$ cat src/rtl/wash_panel_ctrl.sv
// Front-panel initiator for the wash controller: button debounce, 1 s tick,
// program selection, run/power flags, mode-load strobe and end-of-cycle alarm.
module wash_panel_ctrl #(
  parameter int TICK_DIV  = 50000000,
  parameter int DB_CYCLES = 1000000,
  parameter int ALARM_S   = 5
) (
  input  logic       clk,
  input  logic       rst_n,
  input  logic       btn_mode,
  input  logic       btn_start,
  input  logic       btn_power,
  input  logic [5:0] tt_in,
  output logic       ts,
  output logic       s,
  output logic       p,
  output logic       mod,
  output logic [2:0] mod1,
  output logic [5:0] Tt1,
  output logic       alarm
);

  localparam int DW  = (TICK_DIV > 1) ? $clog2(TICK_DIV) : 1;
  localparam int DBW = $clog2(DB_CYCLES + 1);
  localparam int AW  = $clog2(ALARM_S + 1);

  typedef enum logic [2:0] {
    S_OFF,
    S_IDLE,
    S_RUN,
    S_PAUSE,
    S_DONE
  } state_t;

  function automatic logic [5:0] f_time(input logic [2:0] m);
    case (m)
      3'd1:    f_time = 6'd12;
      3'd2:    f_time = 6'd27;
      3'd3:    f_time = 6'd15;
      3'd4:    f_time = 6'd21;
      3'd5:    f_time = 6'd6;
      default: f_time = 6'd33;
    endcase
  endfunction

  // bit 2 = power, bit 1 = start, bit 0 = mode
  logic [2:0]     w_btn;
  logic [2:0]     r_sy1;
  logic [2:0]     r_sy2;
  logic [2:0]     r_db;
  logic [2:0]     r_press;
  logic [DBW-1:0] r_dbc [3];

  assign w_btn = {btn_power, btn_start, btn_mode};

  always_ff @(posedge clk or negedge rst_n) begin
    if (!rst_n) begin
      r_sy1   <= '0;
      r_sy2   <= '0;
      r_db    <= '0;
      r_press <= '0;
      for (int i = 0; i < 3; i++) r_dbc[i] <= '0;
    end else begin
      r_sy1 <= w_btn;
      r_sy2 <= r_sy1;
      for (int i = 0; i < 3; i++) begin
        r_press[i] <= 1'b0;
        if (r_sy2[i] == r_db[i]) begin
          r_dbc[i] <= '0;
        end else if (r_dbc[i] == DBW'(DB_CYCLES - 1)) begin
          r_db[i]    <= r_sy2[i];
          r_dbc[i]   <= '0;
          r_press[i] <= r_sy2[i];
        end else begin
          r_dbc[i] <= r_dbc[i] + 1'b1;
        end
      end
    end
  end

  logic [DW-1:0] r_div;
  logic          r_ts;
  logic          w_wrap;

  assign w_wrap = (r_div == DW'(TICK_DIV - 1));

  always_ff @(posedge clk or negedge rst_n) begin
    if (!rst_n) begin
      r_div <= '0;
      r_ts  <= 1'b0;
    end else begin
      r_div <= w_wrap ? '0 : r_div + 1'b1;
      r_ts  <= w_wrap;
    end
  end

  state_t        r_state;
  state_t        w_nxt;
  logic          r_s;
  logic          r_p;
  logic          r_alarm;
  logic [AW-1:0] r_acnt;
  logic [2:0]    r_mod1;
  logic [5:0]    r_tt1;
  logic          r_pend;
  logic          r_mod;
  logic          w_s;
  logic          w_p;
  logic          w_alarm;
  logic [AW-1:0] w_acnt;
  logic [2:0]    w_mod1;
  logic          w_load;
  logic          w_pw;
  logic          w_st;
  logic          w_md;
  logic [2:0]    w_inc;

  assign w_pw  = r_press[2];
  assign w_st  = r_press[1] & ~w_pw;
  assign w_md  = r_press[0] & ~r_press[1] & ~w_pw;
  assign w_inc = (r_mod1 == 3'd5) ? 3'd0 : r_mod1 + 3'd1;

  always_comb begin
    w_nxt   = r_state;
    w_s     = r_s;
    w_p     = r_p;
    w_alarm = r_alarm;
    w_acnt  = r_acnt;
    w_mod1  = r_mod1;
    w_load  = 1'b0;
    if (r_state != S_OFF && w_pw) begin
      w_nxt   = S_OFF;
      w_p     = 1'b0;
      w_s     = 1'b0;
      w_alarm = 1'b0;
    end else begin
      unique case (r_state)
        S_OFF: begin
          if (w_pw) begin
            w_nxt  = S_IDLE;
            w_p    = 1'b1;
            w_mod1 = 3'd0;
            w_load = 1'b1;
          end
        end
        S_IDLE: begin
          if (w_st) begin
            w_nxt = S_RUN;
            w_s   = 1'b1;
          end else if (w_md) begin
            w_mod1 = w_inc;
            w_load = 1'b1;
          end
        end
        S_RUN: begin
          if (w_st) begin
            w_nxt = S_PAUSE;
            w_s   = 1'b0;
          end else if (r_ts && tt_in == 6'd0) begin
            w_nxt   = S_DONE;
            w_s     = 1'b0;
            w_alarm = 1'b1;
            w_acnt  = '0;
          end
        end
        S_PAUSE: begin
          if (w_st) begin
            w_nxt = S_RUN;
            w_s   = 1'b1;
          end else if (w_md) begin
            w_nxt  = S_IDLE;
            w_mod1 = w_inc;
            w_load = 1'b1;
          end
        end
        S_DONE: begin
          if (w_st || w_md) begin
            w_nxt   = S_IDLE;
            w_alarm = 1'b0;
            w_load  = 1'b1;
          end else if (r_ts && r_alarm) begin
            if (r_acnt == AW'(ALARM_S - 1)) w_alarm = 1'b0;
            else w_acnt = r_acnt + 1'b1;
          end
        end
        default: w_nxt = S_OFF;
      endcase
    end
  end

  always_ff @(posedge clk or negedge rst_n) begin
    if (!rst_n) begin
      r_state <= S_OFF;
      r_s     <= 1'b0;
      r_p     <= 1'b0;
      r_alarm <= 1'b0;
      r_acnt  <= '0;
      r_mod1  <= 3'd0;
      r_tt1   <= 6'd33;
    end else begin
      r_state <= w_nxt;
      r_s     <= w_s;
      r_p     <= w_p;
      r_alarm <= w_alarm;
      r_acnt  <= w_acnt;
      r_mod1  <= w_mod1;
      r_tt1   <= f_time(w_mod1);
    end
  end

  // strobe trails the load by one cycle, one more if it would collide with ts
  always_ff @(posedge clk or negedge rst_n) begin
    if (!rst_n) begin
      r_pend <= 1'b0;
      r_mod  <= 1'b0;
    end else if (w_load) begin
      r_pend <= 1'b1;
      r_mod  <= 1'b0;
    end else if (r_pend && !w_wrap) begin
      r_pend <= 1'b0;
      r_mod  <= 1'b1;
    end else begin
      r_mod  <= 1'b0;
    end
  end

  assign ts    = r_ts;
  assign s     = r_s;
  assign p     = r_p;
  assign mod   = r_mod;
  assign mod1  = r_mod1;
  assign Tt1   = r_tt1;
  assign alarm = r_alarm;

endmodule

$ cat config.mk
export PLATFORM = sky130hd
export DESIGN_NAME = wash_panel_ctrl
export DESIGN_NICKNAME = d
export VERILOG_FILES = /design/src/rtl/wash_panel_ctrl.sv
export SDC_FILE = /design/constraint.sdc
export NUM_CORES = 1
export LEC_CHECK = 0
export ABC_AREA = 0
export BUFFER_PORTS_ARGS = -buffer_cell sky130_fd_sc_hd__buf_2
export CORE_UTILIZATION = 40
export CTS_CLUSTER_DIAMETER = 80
export CTS_CLUSTER_SIZE = 40
export DETAILED_ROUTE_END_ITERATION = 8
export HOLD_SLACK_MARGIN = 0.08
export PLACE_DENSITY = 0.68
export SLEW_MARGIN = 5
export SYNTH_ARGS = -nofsm -noshare
export SYNTH_HDL_FRONTEND = slang
export SYNTH_SLANG_ARGS = --single-unit
$ cat constraint.sdc
create_clock -name clk -period 1.8 [get_ports clk]
set_input_delay 0.09 -clock clk [delete_from_list [all_inputs] [get_ports clk]]
set_output_delay 0.09 -clock clk [all_outputs]
set_load 0.005 [all_outputs]
==> impl_metrics.toml, run 1 <==
[final_layout]
insertedDiodeCount = 0
post_route_cells_drive_above_1_share = 0.203
layoutNonFillerInstCount = 801
syn2layout_area_growth_pct = 21.4
nNetsFinal = 625
layout_commonest_cell = "sky130_fd_sc_hd__dfrtp_1"
mostFrequentLayoutCells = "sky130_fd_sc_hd__dfrtp_1 (114), sky130_fd_sc_hd__nor2_1 (85), sky130_fd_sc_hd__xor2_1 (42), sky130_fd_sc_hd__xnor2_1 (37), sky130_fd_sc_hd__nand3_1 (32)"

[timing]
period_needed_ps = 1690
post-route-period-util = 0.942
worst_pin_slew_ps = 453
drv_slew = 0
setup-tns-final_ps = 0
hold_violations = 0
max-slew-margin-rel = 0.696
fmax_mhz = 590
timing.final.setup_violations = 0
worst_clock_skew_ps = 7.68
rsz0062_at_grt = "false"

[placement]
dp_cells = 758
io_buffers = 24
post-dp-hpwl_mm = 7.49
finalWeightedCongestion = 0.788

[global_routing]
grt_pass1_wl_mm = 19.3
number_of_antenna_violations_at_the_first_check_in_global_routing = 0
grt_max_degree = 41
combined_global_route_utilization_of_all_metal_layers = 0.165
first_global_vias = 4205
grt_remaining_overflow = 0

[floorplanning]
dieArea_um2 = 14900
io_pins = 25
fp.coreArea_um2 = 14000
placementRows = 43
die_y_um = 122
dieWidth_um = 122
floorplan.initialDensity = 0.412

[synth]
async_flop_share = 1.00
postSynthRegisterBits = 119
synth_flop_cell = "sky130_fd_sc_hd__dfrtp_1"
netlist-cell-type-count = 65
synth_edf_count = 0
synth.net_count = 568
avg_inst_size_synth_um2 = 10.5
synth_sequential_area_ratio = 0.517
synthesis.instances = 551
number_of_warnings_printed_during_yosys_synthesis = 0
synthesis.area_um2 = 5770

[power]
design_power_total_uw = 6400
power.ir.vdd_worst_mv = 0.659
powerDensity_nw_per_um2 = 913
power_leakage_uw = 0.00312

[clock_network]
cts.root.buffer_cell = "sky130_fd_sc_hd__clkbuf_16"
tritoncts.num_buffers = 17
cts-root-to-sink-buffers = 2
tritoncts = "yes"
number_of_sinks_on_the_clock_net = 119
insertion_delay_ps = 400
cts.reportedPaths.clkPinSlew_ps = 50
cts_max_level = 4

[critical_path]
cp_class = "reg -> reg"
crit_arrival_ps = 1980
startpoint_type = "register"
timing.critical_path.fanout_max = 6
crit_path_end_kind = "register"
worst-endpoint-required_ps = 2080

[run_status]
run_status = "finished clean"

[detailed_routing]
drtIter0Drc = 313
drt-vias-per-instance = 5.17
ant_nets = 0
vias = 4144
routed_wire_length_per_instance_um = 13.9
drt_pass1_iterations = 4
remaining_drc_errors = 0
route.final.wire_length_mm = 11.1

[job]
cap_violations = 0

[hold_path]
min_path_type = "in -> async"
==> flip-flops by register name, summed over array words and instances, names as in the netlist, 3 cells and up <==
| name | count |
|---|---|
| r_div | 26 |
| r_dbc | 60 |
| Tt1 | 6 |
| r_press | 3 |
| r_db | 3 |
| mod1 | 3 |
| r_acnt | 3 |
| r_state | 3 |
| r_sy2 | 3 |
| r_sy1 | 3 |
==> metal layers <==
layer  part of all wire  global-route usage  vias up
met3              0.029              0.0412        5
met1               0.47               0.208     2058
li1                   -                   -     2028
met2               0.50               0.273       53
met4             0.0082              0.0587        0
met5                  0                   0        -
==> cell usage after synthesis, types with 3 or more instances <==
| library cell | count | area share |
|---|---|---|
| sky130_fd_sc_hd__nand4_1 | 17 | 0.018 |
| sky130_fd_sc_hd__ha_1 | 6 | 0.013 |
| sky130_fd_sc_hd__nor3_1 | 7 | 0.0061 |
| sky130_fd_sc_hd__nor4_1 | 4 | 0.0043 |
| sky130_fd_sc_hd__buf_4 | 3 | 0.0039 |
| sky130_fd_sc_hd__a211oi_1 | 4 | 0.0052 |
| sky130_fd_sc_hd__and4_4 | 3 | 0.0059 |
| sky130_fd_sc_hd__o31ai_1 | 4 | 0.0052 |
| sky130_fd_sc_hd__o21ai_0 | 7 | 0.0061 |
| sky130_fd_sc_hd__nor3b_1 | 4 | 0.0052 |
| sky130_fd_sc_hd__nor4b_1 | 5 | 0.0076 |
| sky130_fd_sc_hd__xor2_1 | 42 | 0.064 |
| sky130_fd_sc_hd__clkbuf_1 | 5 | 0.0033 |
| sky130_fd_sc_hd__inv_1 | 18 | 0.012 |
| sky130_fd_sc_hd__a21o_1 | 3 | 0.0039 |
| sky130_fd_sc_hd__and3_1 | 18 | 0.020 |
| sky130_fd_sc_hd__o21ai_1 | 3 | 0.0026 |
| sky130_fd_sc_hd__xnor2_1 | 37 | 0.056 |
| sky130_fd_sc_hd__and2_1 | 13 | 0.014 |
| sky130_fd_sc_hd__nand2_1 | 24 | 0.016 |
| sky130_fd_sc_hd__a21oi_1 | 6 | 0.0052 |
| sky130_fd_sc_hd__nand2b_1 | 7 | 0.0076 |
| sky130_fd_sc_hd__nor4_2 | 3 | 0.0065 |
| sky130_fd_sc_hd__buf_2 | 7 | 0.0061 |
| sky130_fd_sc_hd__nor2_1 | 85 | 0.055 |
| sky130_fd_sc_hd__and4_1 | 7 | 0.011 |
| sky130_fd_sc_hd__nand2_2 | 5 | 0.0054 |
| sky130_fd_sc_hd__nor3_2 | 7 | 0.012 |
| sky130_fd_sc_hd__dfrtp_1 | 117 | 0.51 |
| sky130_fd_sc_hd__nand3_1 | 32 | 0.028 |
==> per-stage QoR <==
step                hold slack (ps)  cell area (um2)   util  setup slack [ps]
floorplan                      -206             5770      -               133
global placement              -4.92             6220  0.445               105
detailed placement             5.97             6220  0.445              66.4
CTS                             112             6880  0.492             0.870
global route                    120             7000  0.501              11.0
finish                          109             7000  0.501               105
==> area by class of cell <==
type | instances | area [um2]
fillers | 1255 | 6980
flip-flops and latches | 119 | 2980
multi-input cells | 398 | 2670
clock buffers | 22 | 464
repair buffers | 54 | 447
well taps | 180 | 225
clock inverters | 10 | 150
inverters | 18 | 67.6
==> report_power, final <==
group / internal (uW) / leakage [uW] / switching [uW] / total, uW
logic: 71.7 / 0.00121 / 103 / 174
registers: 2700 / 0.00160 / 22.4 / 2720
clock network: 2370 / 0.000307 / 1130 / 3500
==> cell families (layout without fill, tap and decap cells) <==
group                      count (synthesis)  count (layout)  synth area share
AOI/OAI and AO/OA                         46              46            0.0590
DFF                                      119             119             0.517
muxes                                      5               5           0.00933
buffers and inverters                     34             104            0.0269
and+or+nand+nor                          262             262             0.255
xor gates and xnor gates                  79              79             0.120
adders and majority gates                  6               6            0.0130
==> critical path, cell delays in order (launching register included) <==
cell and delay (ps):
sky130_fd_sc_hd__dfrtp_2 400, sky130_fd_sc_hd__or4b_4 510, sky130_fd_sc_hd__nor3_2 200, sky130_fd_sc_hd__o221ai_2 170
sky130_fd_sc_hd__o21ai_1 190, sky130_fd_sc_hd__o41ai_2 90
==> path summary, 6_finish.rpt <==
kind,from,endpoint,slack (ps),cells after the start
worst max-delay path,ts,r_acnt[2],110,5
worst min-delay path,rst_n,r_dbc[36],110,2
worst max register to register,ts,r_acnt[2],110,5
worst min register to register,r_sy1[1],r_sy2[1],350,0
max in group asynchronous,rst_n,r_dbc[42],1070,3
min in group clk,tt_in[2],r_state[2],230,5
==> what timing repair did <==
| action | in CTS | in global routing |
|---|---|---|
| hold buffers | 4 | 0 |
| setup buffers | 0 | 4 |
| hold endpoints to repair | 120 | 0 |
| endpoints found under the setup margin | 0 | 28 |
| resized for setup | 0 | 11 |
Note: power is estimated with default switching activity, not from simulation.
==> inputs of run 2 (changes only) <==
- PLACE_DENSITY: 0.68 -> 0.7
==> impl_metrics.toml, run 2 (synthesized netlist as in run 1, its figures left out) <==
[timing]
hold_violations = 0
rsz0062_at_grt = "true"
worst_pin_slew_ps = 570
fmax_mhz = 568
timing.final.setup_violations = 0
max-slew-margin-rel = 0.619
post-route-period-util = 0.978
period_needed_ps = 1760
drv_slew = 0
worst_clock_skew_ps = 7.12

[clock_network]
cts_max_level = 4
tritoncts.num_buffers = 17
cts.reportedPaths.clkPinSlew_ps = 50
cts-root-to-sink-buffers = 2
insertion_delay_ps = 420
cts.root.buffer_cell = "sky130_fd_sc_hd__clkbuf_16"
number_of_sinks_on_the_clock_net = 119
tritoncts = "yes"

[job]
cap_violations = 0

[detailed_routing]
remaining_drc_errors = 0
vias = 4242
routed_wire_length_per_instance_um = 14.4
drt_pass1_iterations = 4
route.final.wire_length_mm = 11.6
drt-vias-per-instance = 5.28
drtIter0Drc = 268
ant_nets = 0

[global_routing]
grt_remaining_overflow = 0
number_of_antenna_violations_at_the_first_check_in_global_routing = 0
groute.layer.met3.usage = 0.0412
grt_max_degree = 55
grt_pass1_wl_mm = 19.9
met2_usage = 0.294
gr-max-usage-layer = "met2"
combined_global_route_utilization_of_all_metal_layers = 0.171
first_global_vias = 4366
groute.layer.met1.usage = 0.202

[critical_path]
crit_path_end_kind = "register"
startpoint_type = "register"
path_depth = 5
worstPathCellList = "ha_1, inv_1, nor3_2, nand4_1, nor3b_1"
worstPathBufferInverterCount = 1
worst_path_dominant_cell_family = "simple AND/OR/NAND/NOR gates"
critPathSlowestCell = "sky130_fd_sc_hd__nor3b_1"
cp_class = "reg -> reg"
timing.reg2reg.worst_path_depth = 5
timing.critical_path.fanout_max = 4
crit_arrival_ps = 2020
worst-endpoint-required_ps = 2060
cp_slowest_stage_delay_ps = 480

[run_status]
run_status = "finished clean"

[placement]
io_buffers = 24
post-dp-hpwl_mm = 7.77
finalWeightedCongestion = 0.842
placed_standard_cell_area_um2 = 6230

[floorplanning]
dieArea_um2 = 14900
die_y_um = 122
dieWidth_um = 122
floorplan.initialDensity = 0.412
fp.coreArea_um2 = 14000
placementRows = 43
io_pins = 25

[power]
power_leakage_uw = 0.00310
design_power_total_uw = 6320
power.ir.vdd_worst_mv = 0.662
powerDensity_nw_per_um2 = 907

[final_layout]
insertedDiodeCount = 0
post_route_cells_drive_above_1_share = 0.200
syn2layout_area_growth_pct = 20.6
final_cell_area_um2 = 6960
largest_reg_flops = 60
num-fill-cells = 1258
nNetsFinal = 628
mostFrequentLayoutCells = "sky130_fd_sc_hd__dfrtp_1 (116), sky130_fd_sc_hd__nor2_1 (85), sky130_fd_sc_hd__xor2_1 (42), sky130_fd_sc_hd__xnor2_1 (37), sky130_fd_sc_hd__nand3_1 (32)"
layout_commonest_cell = "sky130_fd_sc_hd__dfrtp_1"
top_register = "r_dbc"

[hold_path]
min_path_type = "in -> reg"
holdPathStages = 5
## run 2: tightest hold or removal path, delay by kind of cell
kind	cells	cell delay, ps
buf+inv	1	80
compound gates	2	200
simple gates	2	210
## run 2: report_power, final
group / internal (uW) / leakage, uW / switching, uW
Combinational: 52.0 / 0.00121 / 101
Sequential: 2700 / 0.00160 / 21.3
Clock: 2280 / 0.000290 / 1160
Total: 5030 / 0.00310 / 1280
## run 2: final timing paths
path	from	endpoint	slack (ps)
max	r_dbc[0]	r_press[2]	40
min	tt_in[4]	r_state[2]	210
max reg2reg	r_dbc[0]	r_press[2]	40
min reg2reg	r_sy1[0]	r_sy2[0]	350
max in group asynchronous	rst_n	r_dbc[39]	850
min in group asynchronous	rst_n	r_dbc[22]	240
## run 2: metrics by stage
stage / utilization / setup slack (ps) / cells / hold WS (ps) / TNS [ps]
after floorplan: - / 133 / 551 / -206 / 0
after global placement: 0.446 / 75.6 / 763 / -67.6 / 0
after detailed placement: 0.446 / 10.4 / 763 / -66.9 / 0
after CTS: 0.493 / 31.3 / 800 / 176 / 0
after global routing: 0.498 / -89.1 / 804 / 235 / -1080
final: 0.498 / 40.1 / 804 / 205 / 0
## run 2: routing by layer
| layer | share of wire | vias up |
|---|---|---|
| met5 | 0 | - |
| met4 | 0.014 | 0 |
| met3 | 0.028 | 18 |
| met2 | 0.51 | 68 |
| met1 | 0.45 | 2129 |
| li1 | - | 2027 |
## run 2: layout make-up
type | instances | area [um2] | area share
sequential | 119 | 2980 | 0.428
multi-input combinational | 400 | 2690 | 0.387
clock buffer | 24 | 482 | 0.0692
timing repair buffer | 55 | 393 | 0.0564
tap | 180 | 225 | 0.0324
clock inverter | 8 | 120 | 0.0173
inverter | 18 | 67.6 | 0.00971
## run 2: repair_timing
action | 4_1_cts | 5_1_grt
pin swaps | 0 | 2
gates resized for setup | 1 | 9
setup endpoints to repair | 2 | 40
buffers inserted | 0 | 2
hold buffers | 5 | 0
gates cloned | 0 | 2
endpoints found under the hold margin | 122 | 0
==> inputs of run 3 (changes only) <==
- BUFFER_PORTS_ARGS: -buffer_cell sky130_fd_sc_hd__buf_2 -> default
- DONT_BUFFER_PORTS: default -> 1
- PLACE_DENSITY: 0.7 -> 0.68
==> impl_metrics.toml, run 3 (synthesized netlist as in run 1, its figures left out) <==
[run_status]
run_status = "finished with violations"
failed_checks = "negative hold slack"

[final_layout]
syn2layout_area_growth_pct = 17.6
mostFrequentLayoutCells = "sky130_fd_sc_hd__dfrtp_1 (116), sky130_fd_sc_hd__nor2_1 (85), sky130_fd_sc_hd__xor2_1 (42), sky130_fd_sc_hd__xnor2_1 (37), sky130_fd_sc_hd__nand3_1 (32)"
top_register = "r_dbc"
post_route_cells_drive_above_1_share = 0.156
insertedDiodeCount = 0
fin_util = 0.485
num-fill-cells = 1271
multi_input_area_um2 = 2660
layout.area.seq_um2 = 2980
largest_reg_flops = 60
nNetsFinal = 595
layout_commonest_cell = "sky130_fd_sc_hd__dfrtp_1"

[power]
power.ir.vdd_worst_mv = 0.622
power_switching_uw = 1220
p_int_uw = 5230
power_leakage_uw = 0.00298
powerDensity_nw_per_um2 = 950
p_clk_frac = 0.564
share_comb_of_total_power = 0.013
switching_power_as_a_share_of_total_power = 0.189
pwr-share-seq = 0.422

[timing]
hold_violations = 119
worst_hold_slack_ps = -628
drv_slew = 0
period_needed_ps = 1690
worst_pin_slew_ps = 448
rsz0062_at_grt = "true"
post-route-period-util = 0.939
fmax_mhz = 592
setup-tns-final_ps = 0
worst_clock_skew_ps = 7.86
max-slew-margin-rel = 0.701
worst_case_setup_margin_in_the_final_layout_ps = 110
timing.final.setup_violations = 0

[floorplanning]
floorplan.initialDensity = 0.412
placementRows = 43
io_pins = 25
die_y_um = 122
dieWidth_um = 122
dieArea_um2 = 14900
fp.coreArea_um2 = 14000

[clock_network]
cts.reportedPaths.clkPinSlew_ps = 60
cts.root.buffer_cell = "sky130_fd_sc_hd__clkbuf_16"
cts_hold_repair.buffers = 3
cts_max_level = 4
number_of_sinks_on_the_clock_net = 119
insertion_delay_ps = 420
cts-root-to-sink-buffers = 2
tritoncts.num_buffers = 17
tritoncts = "yes"

[detailed_routing]
drt-vias-per-instance = 5.21
ant_nets = 0
routed_wire_length_per_instance_um = 13.9
drtIter0Drc = 322
vias = 4015
remaining_drc_errors = 0
route.final.wire_length_mm = 10.7
drt_pass1_iterations = 6

[global_routing]
number_of_antenna_violations_at_the_first_check_in_global_routing = 0
grt_pass1_wl_mm = 18.7
first_global_vias = 3982
grt_max_degree = 120
grt_remaining_overflow = 0
combined_global_route_utilization_of_all_metal_layers = 0.162

[critical_path]
crit_arrival_ps = 2000
cp_class = "reg -> reg"
timing.critical_path.fanout_max = 6
worst-endpoint-required_ps = 2110
crit_path_end_kind = "register"
startpoint_type = "register"

[job]
cap_violations = 0

[placement]
finalWeightedCongestion = 0.817
post-dp-hpwl_mm = 6.96
io_buffers = 0
place_ws_ps = 75.2

[hold_path]
min_path_type = "in -> async"
## run 3: timing repair
| action | in CTS | in global routing |
|---|---|---|
| endpoints found under the setup margin | 0 | 25 |
| resized for setup | 0 | 6 |
| buffers inserted | 0 | 3 |
| endpoints found under the hold margin | 122 | 119 |
## run 3: worst max-delay path: stages, from the launching register on
cell	delay, ps
sky130_fd_sc_hd__dfrtp_1	430
sky130_fd_sc_hd__buf_4	180
sky130_fd_sc_hd__or3_1	430
sky130_fd_sc_hd__o21ai_2	80
sky130_fd_sc_hd__o221ai_2	160
sky130_fd_sc_hd__o41ai_2	310
## run 3: per-stage QoR
step                      area [um2]  instances  total power, uW
after floorplan                 5770        551             2810
after global placement          6080        733             2840
after detailed placement        6080        733             2840
after CTS                       6740        768             6530
after global routing            6790        771             6680
final                           6790        771             6450
## run 3: area by class of cell
| type | count | area share |
|---|---|---|
| inverters | 18 | 0.00996 |
| clock inverters | 9 | 0.0254 |
| flip-flops and latches | 119 | 0.439 |
| multi-input cells | 398 | 0.391 |
| clock buffers | 23 | 0.0675 |
| repair buffers | 24 | 0.0332 |
| well taps | 180 | 0.0332 |
## run 3: power by group through the flow
stage	logic, uW	registers (uW)	clock network (uW)
6_report	87.0	2720	3640
5_1_grt	97.4	2720	3860
4_1_cts	82.8	2720	3720
3_5_place_dp	76.4	2770	0
3_3_place_gp	74.9	2770	0
2_1_floorplan	50.3	2760	0
## run 3: layer usage
| metal | up-vias | GRT usage | part of all wire |
|---|---|---|---|
| met5 | - | 0 | 0 |
| met4 | 0 | 0.0877 | 0.018 |
| met3 | 13 | 0.0407 | 0.030 |
| met2 | 50 | 0.256 | 0.49 |
| met1 | 1989 | 0.203 | 0.46 |
| li1 | 1963 | - | - |
## run 3: final timing paths
path | startpoint | end | slack (ps) | depth (start not counted)
max | r_state[2] | r_acnt[2] | 110 | 5
min reg2reg | r_sy1[1] | r_sy2[1] | 340 | 0
min | rst_n | r_div[15] | -630 | 0
max in group asynchronous | rst_n | Tt1[5] | 2180 | 0
max reg2reg | r_state[2] | r_acnt[2] | 110 | 5
min in group clk | tt_in[4] | r_state[2] | 120 | 4
